**src/rtl/exarbiter_if.sv**
```systemverilog
// Word-stream bundle between the two sources, the arbiter and the downstream stage.
// slave = arbiter side, master = the surrounding logic that drives sources and sink.
interface exarbiter_if;
  logic        i_a_stb;
  logic [34:0] i_a_word;
  logic        i_a_last;
  logic        o_a_busy;
  logic        i_b_stb;
  logic [34:0] i_b_word;
  logic        i_b_last;
  logic        o_b_busy;
  logic        o_stb;
  logic [34:0] o_word;
  logic        o_last;
  logic        i_busy;
  logic [1:0]  o_grant;
  logic        o_stall_err;

  modport slave (
    input  i_a_stb, i_a_word, i_a_last, i_b_stb, i_b_word, i_b_last, i_busy,
    output o_a_busy, o_b_busy, o_stb, o_word, o_last, o_grant, o_stall_err
  );

  modport master (
    output i_a_stb, i_a_word, i_a_last, i_b_stb, i_b_word, i_b_last, i_busy,
    input  o_a_busy, o_b_busy, o_stb, o_word, o_last, o_grant, o_stall_err
  );
endinterface

```
**src/rtl/exarbiter.sv**
```systemverilog
// Two-source packet-atomic arbiter for the exbus word stream, with a registered
// output stage and a watchdog that drops a lock whose owner stops sending.
module exarbiter #(
  parameter logic OPT_ROUNDROBIN = 1'b1,
  parameter int   LGSTALL        = 10,
  parameter logic OPT_LOWPOWER   = 1'b0
) (
  input logic        i_clk,
  input logic        i_reset_n,
  exarbiter_if.slave bus
);

  localparam logic [1:0] S_IDLE   = 2'd0;
  localparam logic [1:0] S_LOCK_A = 2'd1;
  localparam logic [1:0] S_LOCK_B = 2'd2;
  // Last count before all-ones: the release lands on the edge the counter would hit it.
  localparam logic [LGSTALL-1:0] CNT_FIRE = LGSTALL'((1 << LGSTALL) - 2);

  logic [1:0]         state_q, state_d;
  logic               rr_q, rr_d;           // 0 = A preferred, 1 = B preferred
  logic [LGSTALL-1:0] cnt_q, cnt_d;
  logic               stall_q, stall_d;
  logic               o_stb_q, o_stb_d;
  logic [34:0]        o_word_q, o_word_d;
  logic               o_last_q, o_last_d;

  logic out_free, idle, sel_a, sel_b, a_ok, b_ok, a_xfer, b_xfer;

  always_comb begin
    out_free = !o_stb_q || !bus.i_busy;
    idle     = (state_q == S_IDLE);
    sel_a    = bus.i_a_stb && (!bus.i_b_stb || !OPT_ROUNDROBIN || !rr_q);
    sel_b    = bus.i_b_stb && !sel_a;
    a_ok     = out_free && ((idle && sel_a) || (state_q == S_LOCK_A));
    b_ok     = out_free && ((idle && sel_b) || (state_q == S_LOCK_B));
    a_xfer   = bus.i_a_stb && a_ok;
    b_xfer   = bus.i_b_stb && b_ok;
  end

  always_comb begin
    state_d = state_q;
    rr_d    = rr_q;
    cnt_d   = '0;
    stall_d = 1'b0;
    if (a_xfer) begin
      if (bus.i_a_last) begin
        state_d = S_IDLE;
        rr_d    = 1'b1;
      end else begin
        state_d = S_LOCK_A;
      end
    end else if (b_xfer) begin
      if (bus.i_b_last) begin
        state_d = S_IDLE;
        rr_d    = 1'b0;
      end else begin
        state_d = S_LOCK_B;
      end
    end else if (!idle) begin
      if (cnt_q == CNT_FIRE) begin
        state_d = S_IDLE;
        rr_d    = (state_q == S_LOCK_A);
        stall_d = 1'b1;
      end else begin
        cnt_d = cnt_q + 1'b1;
      end
    end
  end

  always_comb begin
    o_stb_d  = o_stb_q;
    o_word_d = o_word_q;
    o_last_d = o_last_q;
    if (a_xfer) begin
      o_stb_d  = 1'b1;
      o_word_d = bus.i_a_word;
      o_last_d = bus.i_a_last;
    end else if (b_xfer) begin
      o_stb_d  = 1'b1;
      o_word_d = bus.i_b_word;
      o_last_d = bus.i_b_last;
    end else if (!bus.i_busy) begin
      o_stb_d = 1'b0;
      if (OPT_LOWPOWER) begin
        o_word_d = '0;
        o_last_d = 1'b0;
      end
    end
  end

  always_ff @(posedge i_clk or negedge i_reset_n) begin
    if (!i_reset_n) begin
      state_q  <= S_IDLE;
      rr_q     <= 1'b0;
      cnt_q    <= '0;
      stall_q  <= 1'b0;
      o_stb_q  <= 1'b0;
      o_word_q <= '0;
      o_last_q <= 1'b0;
    end else begin
      state_q  <= state_d;
      rr_q     <= rr_d;
      cnt_q    <= cnt_d;
      stall_q  <= stall_d;
      o_stb_q  <= o_stb_d;
      o_word_q <= o_word_d;
      o_last_q <= o_last_d;
    end
  end

  assign bus.o_a_busy    = !a_ok;
  assign bus.o_b_busy    = !b_ok;
  assign bus.o_stb       = o_stb_q;
  assign bus.o_word      = o_word_q;
  assign bus.o_last      = o_last_q;
  assign bus.o_grant     = {state_q == S_LOCK_B, state_q == S_LOCK_A};
  assign bus.o_stall_err = stall_q;

endmodule

```
**src/flat_wrapper.sv**
```systemverilog
// flat-port wrapper written by rule: the top's interface ports become plain ports
module exarbiter_flat 
#(
  parameter logic OPT_ROUNDROBIN = 1'b1,
  parameter int   LGSTALL        = 10,
  parameter logic OPT_LOWPOWER   = 1'b0
)
  (i_clk, i_reset_n, bus_i_a_stb, bus_i_a_word, bus_i_a_last, bus_i_b_stb, bus_i_b_word, bus_i_b_last, bus_i_busy, bus_o_a_busy, bus_o_b_busy, bus_o_stb, bus_o_word, bus_o_last, bus_o_grant, bus_o_stall_err);
  exarbiter_if bus_i ();
  input logic i_clk;
  input logic i_reset_n;
  input wire logic [$bits(bus_i.i_a_stb)-1:0] bus_i_a_stb;
  input wire logic [$bits(bus_i.i_a_word)-1:0] bus_i_a_word;
  input wire logic [$bits(bus_i.i_a_last)-1:0] bus_i_a_last;
  input wire logic [$bits(bus_i.i_b_stb)-1:0] bus_i_b_stb;
  input wire logic [$bits(bus_i.i_b_word)-1:0] bus_i_b_word;
  input wire logic [$bits(bus_i.i_b_last)-1:0] bus_i_b_last;
  input wire logic [$bits(bus_i.i_busy)-1:0] bus_i_busy;
  output wire logic [$bits(bus_i.o_a_busy)-1:0] bus_o_a_busy;
  output wire logic [$bits(bus_i.o_b_busy)-1:0] bus_o_b_busy;
  output wire logic [$bits(bus_i.o_stb)-1:0] bus_o_stb;
  output wire logic [$bits(bus_i.o_word)-1:0] bus_o_word;
  output wire logic [$bits(bus_i.o_last)-1:0] bus_o_last;
  output wire logic [$bits(bus_i.o_grant)-1:0] bus_o_grant;
  output wire logic [$bits(bus_i.o_stall_err)-1:0] bus_o_stall_err;
  assign bus_i.i_a_stb = bus_i_a_stb;
  assign bus_i.i_a_word = bus_i_a_word;
  assign bus_i.i_a_last = bus_i_a_last;
  assign bus_i.i_b_stb = bus_i_b_stb;
  assign bus_i.i_b_word = bus_i_b_word;
  assign bus_i.i_b_last = bus_i_b_last;
  assign bus_i.i_busy = bus_i_busy;
  assign bus_o_a_busy = bus_i.o_a_busy;
  assign bus_o_b_busy = bus_i.o_b_busy;
  assign bus_o_stb = bus_i.o_stb;
  assign bus_o_word = bus_i.o_word;
  assign bus_o_last = bus_i.o_last;
  assign bus_o_grant = bus_i.o_grant;
  assign bus_o_stall_err = bus_i.o_stall_err;
  exarbiter #(.OPT_ROUNDROBIN(OPT_ROUNDROBIN), .LGSTALL(LGSTALL), .OPT_LOWPOWER(OPT_LOWPOWER)) u_core (.i_clk(i_clk), .i_reset_n(i_reset_n), .bus(bus_i));
endmodule
```
**config.mk**
```make
export PLATFORM = sky130hd
export DESIGN_NAME = exarbiter_flat
export DESIGN_NICKNAME = d
export VERILOG_FILES = /design/src/rtl/exarbiter_if.sv /design/src/rtl/exarbiter.sv /design/src/flat_wrapper.sv
export SDC_FILE = /design/constraint.sdc
export NUM_CORES = 1
export LEC_CHECK = 0
export BUFFER_PORTS_ARGS = -buffer_cell sky130_fd_sc_hd__buf_2
export CORE_MARGIN = 2
export CORE_UTILIZATION = 38
export CTS_CLUSTER_SIZE = 14
export DETAILED_ROUTE_END_ITERATION = 6
export GPL_TIMING_DRIVEN = 0
export HOLD_SLACK_MARGIN = 0.02
export PLACE_DENSITY = 0.67
export REMOVE_ABC_BUFFERS = 1
export SYNTH_ARGS = -nofsm -noshare
export SYNTH_HDL_FRONTEND = slang
export SYNTH_SLANG_ARGS = --single-unit
export TNS_END_PERCENT = 1
```
**constraint.sdc**
```tcl
create_clock -name i_clk -period 1.79 [get_ports i_clk]
set_clock_uncertainty 0.15 [all_clocks]
set_input_delay 0.2685 -clock i_clk [delete_from_list [all_inputs] [get_ports i_clk]]
set_output_delay 0.2685 -clock i_clk [all_outputs]
set_load 0.05 [all_outputs]
```
# == Word level (Yosys, flattened, before mapping) ==
# Index checks and enable logic that the tools add are counted.
# totals
reg_bits,51
inputBits,77
out_inout_bits,42
wordCells,66
# op_classes
add_sub_neg,1
eq_ne,7
mux,27
reduce_logical,24
# op_table
operator,count
two-way mux 35 bit,2
two-way mux 10 bit,4
two-way mux 1 bit,16
"adder 10 x 1 -> 10 bit, second input constant",1
"== test 10 bit, second input constant",1
two-way mux 2 bit,5
logical AND 1 bit,8
logical NOT 1 bit,7
logical OR 1 bit,4
AND reduction 4 bit,1
"inequality test 3 x 1 -> 1 bit, second input constant",1
"inequality test 3 x 2 -> 1 bit, second input constant",1
"inequality test 3 bit, second input constant",1
nonzero test 3 bit,1
"== test 2 x 1 -> 1 bit, second input constant",1
"== test 2 bit, second input constant",1
logical NOT 2 bit,1
"inequality test 2 bit, second input constant",1
AND reduction 2 bit,1
nonzero test 2 bit,1

# == Depth between registers and ports, before layout ==
# Gate-level depths: netlist of the first run.
# depth
ltp_word,11
mapped_depth,7
mapped_depth_nobuf,6

# == Worst setup path before layout of the first run ==
# Ideal clock, no wire load.
# synth_path
path_kind,reg-to-output
start,register u_core.state_q[1]
end,output port bus_o_b_busy
arrival_time_ns,2.001
t_required_ns,1.371
setup_slack_ns,-0.630
path_stages_with_launch,4
n_path_buf,1
path_cell_list,dfrtp_1 -> buf_6 -> nor2b_1 -> o21ai_0
# synth_between
word_cells_on_any_way,6
cone_classes,eq/ne (1); reduce/logical (5)
# synth_rtl
item,line,source
from (decl),exarbiter.sv:19,"logic [1:0] state_q, state_d;"
from (signal assigned),exarbiter.sv:101,state_q <= state_d;
== test 2 bit,--,
named net bus_o_grant[1],flat_wrapper.sv:24,output wire logic [$bits(bus_i.o_grant)-1:0] bus_o_grant;
logical OR 1 bit,exarbiter.sv:35,b_ok = out_free && ((idle && sel_b) || (state_q == S_LOCK_B));
logical AND 1 bit,exarbiter.sv:35,
logical NOT 1 bit,exarbiter.sv:112,assign bus.o_b_busy = !b_ok;
to (decl),flat_wrapper.sv:20,output wire logic [$bits(bus_i.o_b_busy)-1:0] bus_o_b_busy;
# The timed path passes the listed nets, and every way through them passes these cells.

# == Final worst setup path of the first run ==
# layout_path
start,register u_core.o_stb_q (netlist: u_core.bus.o_stb)
end,output port bus_o_b_busy
# layout_between
elab_chain_len,4
# layout_lines
item,line,source
from (decl),exarbiter.sv:23,"logic o_stb_q, o_stb_d;"
from (signal assigned),exarbiter.sv:105,o_stb_q <= o_stb_d;
logical NOT 1 bit,exarbiter.sv:30,out_free = !o_stb_q || !bus.i_busy;
logical OR 1 bit,exarbiter.sv:30,
logical AND 1 bit,exarbiter.sv:35,
logical NOT 1 bit,exarbiter.sv:112,
# No other way between the ends.

==> metrics.yaml, run 1 <==
async_flop_share_pct: 100
synth_cell_types: 38
pre_cts_slack_ns: -0.851
cts_hold_buf: 0
rsz0062_at_grt: "yes"
fillers: 631
routed_wl_microns: 6130
power_density_nw_per_um2: 1890
post-route-period-util_pct: 97.2
cts_htree_levels: 2
ys_ff_latch: 51
critical-path-top-delay-family: "flip-flops"
synth_seq_area_share_pct: 48.9
synth_area_sq_um: 2610
comb_power_share_pct: 58.5
status: "finished clean"
critical_path_class: "reg -> out"
area_growth_pct: 33.7
critPathBufInv: 1
worst_slack_ns: 0.0501
arrival_ns: 1.32
regArea_sq_um: 1280
die_area_sq_um: 7540
initial_core_util_pct: 38.8
cp-end-kind: "primary output"
synth-warning-count: 0
die_x_microns: 86.8
grt.overflow.total: 0
ios: 119
grtUsageTotal_pct: 16.6
portBuffers: 118
drcViolationCount: 0
slew_headroom_pct: 25.3
nets: 446
crit_slowest_cell: "dfrtp_1"
worst_pin_slew_ns: 1.12
vdd_drop_max_uv: 967
wl_per_cell_microns: 13.7
cp.required_ns: 1.37
multiInputGateArea_sq_um: 1210
finish.utilization_pct: 51.9
maxSlewViolCount: 0
grt_pass1_vias: 2002
syn-instance-count: 240
die_h_microns: 86.8
cts.sinks: 51
vias: 2168
cts.reportedPaths.clkPinSlew_ns: 0.09
routed_via_density: 4.84
antenna_found_initial: 0
core_sq_um: 6720
row_count: 30
hold_path.class: "in -> async"
hold_violations: 0
p_clk_share_pct: 12.5
hpwl_microns: 3930
yosys-top-cells-area: "dfrtp_1 (49%), mux2i_1 (13%), o21ai_1 (5.6%), nand2_1 (5.5%), buf_12 (3.1%)"
fmax_mhz: 575
clk_path_buf_depth: 2
netlist.top_cell.by_area: "dfrtp_1"
worstSetupStartpointType: "register"
maxCapViolations: 0
clock-root-buffer: "clkbuf_8"
setup_viol: 0
gp_congestion: 0.720
ys_top_cells_by_count: "dfrtp_1 (51), nand2_1 (38), mux2i_1 (35), o21ai_1 (29), nor2_1 (14)"
grt_pass1_wl_microns: 9670
min_period_ns: 1.74
grt_max_degree: 52
drt_first_pass_iters: 4
slowest_delay_ns: 0.42
p_leak_nw: 1.92
pwr-share-seq_pct: 29.0
cts_made_buffers: 5
drive_gt1_share_pct: 43.5
cp_cell_sequence: "nand2_1 -> o21ai_2 -> buf_6"
syn_area_per_cell_sq_um: 10.9
worst-path-max-fanout: 6
yosysMostFrequentCell: "dfrtp_1"
p_int_mw: 3.21
fin_cells: 448
cts_tree: "built"
synth_top_area_share_pct: 48.9
drt_iter0_drc: 55
synth-edff-count: 0
yosys_most_used_dff: "dfrtp_1"
placed_cells: 424
clk_latency_ns: 0.30
swShare_pct: 51.3
p_switching_mw: 3.38
antenna_left: 0
num_antenna_cells: 0
-- cells by family (layout without fill, tap and decap cells) --
| logic type | after synthesis | count (layout) | synth area share (%) |
|---|---|---|---|
| and+or+nand+nor | 73 | 74 | 14.5 |
| AOI/OAI and AO/OA | 52 | 53 | 12.9 |
| DFF | 51 | 51 | 48.9 |
| muxes | 35 | 35 | 13.4 |
| buffers and inverters | 19 | 145 | 6.62 |
| xor gates and xnor gates | 8 | 8 | 2.69 |
| adders and majority gates | 2 | 2 | 0.960 |
-- through the flow --
stage	hold slack, ns	setup TNS [ns]	instance area [sq um]	total power [mW]
2_1_floorplan	-0.177	-43.25	2450	4.54
3_3_place_gp	0.313	-76.53	3140	5.35
3_5_place_dp	0.319	-32.23	3170	5.45
4_1_cts	0.0428	0	3450	6.58
5_1_grt	0.0664	-0.0287	3490	7.00
6_report	0.0321	0	3490	6.58
-- power groups by stage --
stage | sequential (mW) | combinational (mW) | clock (mW)
6_report | 1.91 | 3.85 | 0.821
5_1_grt | 1.98 | 4.11 | 0.906
4_1_cts | 1.92 | 3.80 | 0.859
3_5_place_dp | 1.95 | 3.50 | 0
3_3_place_gp | 1.94 | 3.41 | 0
2_1_floorplan | 3.38 | 1.17 | 0
-- metal layers --
metal	share of wire [%]	wire length (microns)	track usage (%)	vias to the layer above
li1	-	-	-	1089
met1	45	2760	23.0	991
met2	48	2940	26.6	83
met3	5.9	361	3.33	5
met4	1.2	71	4.69	0
met5	0	0	0	-
-- final timing paths --
check	endpoint	depth (start not counted)	from	slack (ns)
hold reg to reg	u_core.bus.o_word[17]	2	u_core.bus.o_word[17]	0.33
hold / removal	u_core.bus.o_word[33]	1	i_reset_n	0.03
max in group asynchronous	u_core.state_q[1]	1	i_reset_n	0.70
min in group i_clk	u_core.state_q[0]	2	bus_i_a_last	0.05
setup / recovery	bus_o_b_busy	3	u_core.bus.o_stb	0.05
setup reg to reg	u_core.bus.o_word[0]	7	u_core.state_q[1]	0.10
-- cells in the final DEF, fill, tap and decap left out, drive strengths merged --
cell,count
buf,132
dfrtp,51
o21ai,41
nand2,38
mux2i,35
nor2,14
xor2,7
clkbuf,7
nand3,6
inv,4
nand4,4
and3,4
nor2b,3
and4,2
ha,2
a21boi,2
o211ai,2
a21oi,1
xnor2,1
o21a,1
nor3,1
nand3b,1
o2111a,1
o221ai,1
nand4b,1
o31a,1
o221a,1
a31o,1
o22ai,1
bufinv,1
clkinv,1
-- registers in the layout, summed over array words and instances (netlist names) --
register / flops
u_core.rr_q: 1
u_core.bus.o_word: 35
u_core.cnt_q: 10
u_core.bus.o_stall_err: 1
u_core.state_q: 2
u_core.bus.o_last: 1
u_core.bus.o_stb: 1
-- repair_timing --
item / 4_1_cts / 5_1_grt
resized for setup: 6 / 11
pin swaps: 2 / 0
setup endpoints to repair: 54 / 28
setup buffers: 13 / 1
cloned: 2 / 0
-- layout make-up --
cell class / instances / share of cell area [%]
multi-input combinational: 172 / 34.9
tap: 80 / 2.87
clock inverter: 2 / 1.01
sequential: 51 / 36.7
timing repair buffer: 133 / 21.8
clock buffer: 6 / 2.37
inverter: 4 / 0.431
Note: power is estimated with default switching activity, not from simulation.
==> run 2, diff against run 1 <==
--- a/config.mk
+++ b/config.mk
@@ -5,6 +5,7 @@
 export SDC_FILE = /design/constraint.sdc
 export NUM_CORES = 1
 export LEC_CHECK = 0
+export ABC_AREA = 1
 export BUFFER_PORTS_ARGS = -buffer_cell sky130_fd_sc_hd__buf_2
 export CORE_MARGIN = 2
 export CORE_UTILIZATION = 38
==> metrics.yaml, run 2 <==
drive_gt1_share_pct: 38.7  # was 43.5%
grt_max_degree: 52  # unchanged
worst_pin_slew_ns: 1.13  # was 1.12 ns
maxCapViolations: 0  # unchanged
fin_tns_setup_ns: 0  # unchanged
cp-endpoint: "u_core.bus.o_word[19]"  # was bus_o_b_busy
routed_wl_microns: 6610  # was 6130 microns
row_count: 31  # was 30
worst-path-max-fanout: 48  # was 6
synth_cell_types: 23  # was 38
p_leak_nw: 2.11  # was 1.92 nW
die_x_microns: 89.2  # was 86.8 microns
mostFrequentLayoutCells: "nand2_1 (124), buf_2 (117), dfrtp_1 (50)"  # was buf_2 (115), dfrtp_1 (49), nand2_1 (38)
gp_congestion: 0.801  # was 0.720
fin_cells: 538  # was 448
vdd_drop_max_uv: 744  # was 967 uV
grtUsageTotal_pct: 17.2  # was 16.6%
synth_seq_area_share_pct: 46.2  # was 48.9%
critical_path_class: "reg -> reg"  # was reg -> out
status: "finished clean"  # unchanged
synth_area_sq_um: 2760  # was 2610 sq um
worstSetupStartpointType: "register"  # unchanged
min_period_ns: 1.75  # was 1.74 ns
netlist.top_cell.by_area: "dfrtp_1"  # unchanged
worstReg2RegStart: "u_core.state_q[1]"  # unchanged
cts.reportedPaths.clkPinSlew_ns: 0.09  # about the same
post-route-period-util_pct: 98.0  # was 97.2%
clk_path_buf_depth: 2  # unchanged
pwr-share-seq_pct: 27.9  # was 29.0%
syn_area_per_cell_sq_um: 8.55  # was 10.9 sq um
p_int_mw: 3.11  # was 3.21 mW
ys_ff_latch: 51  # unchanged
nets: 518  # was 446
comb_power_share_pct: 60.8  # was 58.5%
hold_path.class: "in -> async"  # unchanged
syn-instance-count: 323  # was 240
clk_latency_ns: 0.30  # about the same
drt_iter0_drc: 113  # was 55
portBuffers: 118  # unchanged
regToRegSetupSlack_ns: 0.04  # was 0.10 ns
layout_commonest_cell: "nand2_1"  # was buf_2
core_sq_um: 7140  # was 6720 sq um
routed_via_density: 4.55  # was 4.84
yosys_most_used_dff: "dfrtp_1"  # unchanged
swShare_pct: 54.4  # was 51.3%
grt_pass1_vias: 2270  # was 2002
area_growth_pct: 31.4  # was 33.7%
setup_viol: 0  # unchanged
synth-edff-count: 0  # unchanged
die_area_sq_um: 7960  # was 7540 sq um
initial_core_util_pct: 38.7  # was 38.8%
ios: 119  # unchanged
die_h_microns: 89.2  # was 86.8 microns
async_flop_share_pct: 100  # unchanged
cts.sinks: 51  # unchanged
hold_violations: 0  # unchanged
grt.overflow.total: 0  # unchanged
finish.utilization_pct: 50.9  # was 51.9%
cts_made_buffers: 5  # unchanged
fmax_mhz: 570  # was 575 MHz
largest_register_ffs: 35  # unchanged
wl_per_cell_microns: 12.3  # was 13.7 microns
grt_pass1_wl_microns: 10500  # was 9670 microns
synth-warning-count: 0  # unchanged
cts_tree: "built"  # unchanged
cp-end-kind: "register"  # was primary output
synth_top_area_share_pct: 46.2  # was 48.9%
cts_htree_levels: 2  # unchanged
worst_slack_ns: 0.0364  # was 0.0501 ns
p_switching_mw: 3.71  # was 3.38 mW
rsz0062_at_grt: "yes"  # unchanged
maxSlewViolCount: 0  # unchanged
yosysMostFrequentCell: "nand2_1"  # was dfrtp_1
power_density_nw_per_um2: 1880  # was 1890 nW/um^2
antenna_found_initial: 0  # unchanged
drcViolationCount: 0  # unchanged
r2r-end: "u_core.bus.o_word[19]"  # was u_core.bus.o_word[0]
ys_top_cells_by_count: "nand2_1 (125), dfrtp_1 (51), inv_1 (47), o211ai_2 (30), nor2_1 (16)"  # was dfrtp_1 (51), nand2_1 (38), mux2i_1 (35), o21ai_1 (29), nor2_1 (14)
hpwl_microns: 4260  # was 3930 microns
drt_first_pass_iters: 4  # unchanged
p_clk_share_pct: 11.4  # was 12.5%
arrival_ns: 1.79  # was 1.32 ns
cp.required_ns: 1.83  # was 1.37 ns
pre_cts_slack_ns: -1.50  # was -0.851 ns
clock-root-buffer: "clkbuf_8"  # unchanged
rr_worst_depth: 6  # was 7
antenna_left: 0  # unchanged
num_antenna_cells: 0  # unchanged
slew_headroom_pct: 24.8  # was 25.3%
yosys-top-cells-area: "dfrtp_1 (46%), nand2_1 (17%), o211ai_2 (14%), inv_1 (6.4%), nor2_1 (2.2%)"  # was dfrtp_1 (49%), mux2i_1 (13%), o21ai_1 (5.6%), nand2_1 (5.5%), buf_12 (3.1%)
worstSetupStartpoint: "u_core.state_q[1]"  # was u_core.bus.o_stb
vias: 2446  # was 2168
placed_cells: 525  # was 424
## run 2: cell types whose count changed in the layout (fill, tap and decap cells not counted), moves of 5 or more
cell,previous run,this run
nand2_1,38,124
inv_1,4,47
mux2i_1,35,0
o21ai_1,30,0
o211ai_2,1,30
buf_4,11,0
nand3_1,4,11
o211ai_1,0,5
o21ai_0,7,2
## run 2: per-layer routing
metal	global-route usage (%)	vias up	part of all wire, %
met5	0	-	0
met2	29.5	74	51
met1	21.7	1119	42
met4	6.38	0	1.8
met3	3.23	9	5.7
li1	-	1244	-
## run 2: worst min path at each step
stage                                startpoint               endpoint  depth (start not counted)
after floorplan                       i_reset_n      u_core.bus.o_last                          0
after global placement        u_core.bus.o_last      u_core.bus.o_last                          2
after detailed placement  u_core.bus.o_word[17]  u_core.bus.o_word[17]                          2
after CTS                      bus_i_a_word[24]  u_core.bus.o_word[24]                          3
after global routing           bus_i_a_word[20]  u_core.bus.o_word[20]                          3
final                                 i_reset_n   u_core.bus.o_word[9]                          1
## run 2: metrics by stage
| step | hold slack (ns) | area [sq um] | power, mW |
|---|---|---|---|
| 2_1_floorplan | -0.177 | 2630 | 4.78 |
| 3_3_place_gp | 0.306 | 3340 | 5.68 |
| 6_report | 0.0213 | 3630 | 6.83 |
| 4_1_cts | 0.0489 | 3610 | 6.86 |
| 5_1_grt | 0.0585 | 3630 | 7.28 |
| 3_5_place_dp | 0.310 | 3370 | 5.75 |
## run 2: cells by family after synthesis
group	synth area share, %
fa+ha+maj	0.906
compound gates	15.9
buf+inv	11.6
flops	46.2
simple gates	22.9
xor+xnor	2.54
## run 2: power by group through the flow
stage	logic, mW	registers (mW)	clock network (mW)
final	4.15	1.90	0.777
after global routing	4.48	1.96	0.848
after CTS	4.16	1.90	0.807
after detailed placement	3.85	1.90	0
after global placement	3.78	1.90	0
after floorplan	1.44	3.34	0
## run 2: critical path, cell delays in order, from the launching register on
cell and delay [ns]:
dfrtp_2 0.47, a21oi_4 0.23, nand3_4 0.15, buf_12 0.17
buf_12 0.18, o211ai_1 0.18, nand2_1 0.08
## run 2: what timing repair did
action | CTS | global route
pin swaps | 2 | 1
buffers inserted | 4 | 0
gates resized for setup | 10 | 5
hold buffers | 0 | 0
cloned | 2 | 0
setup endpoints to repair | 48 | 37
## run 2: area by class of cell
class / instances / area [sq um]
fill: 748 / 3510
sequential: 51 / 1280
multi-input combinational: 209 / 1240
timing repair buffer: 123 / 684
inverter: 49 / 200
tap: 99 / 124
clock buffer: 6 / 72.6
clock inverter: 1 / 30.0
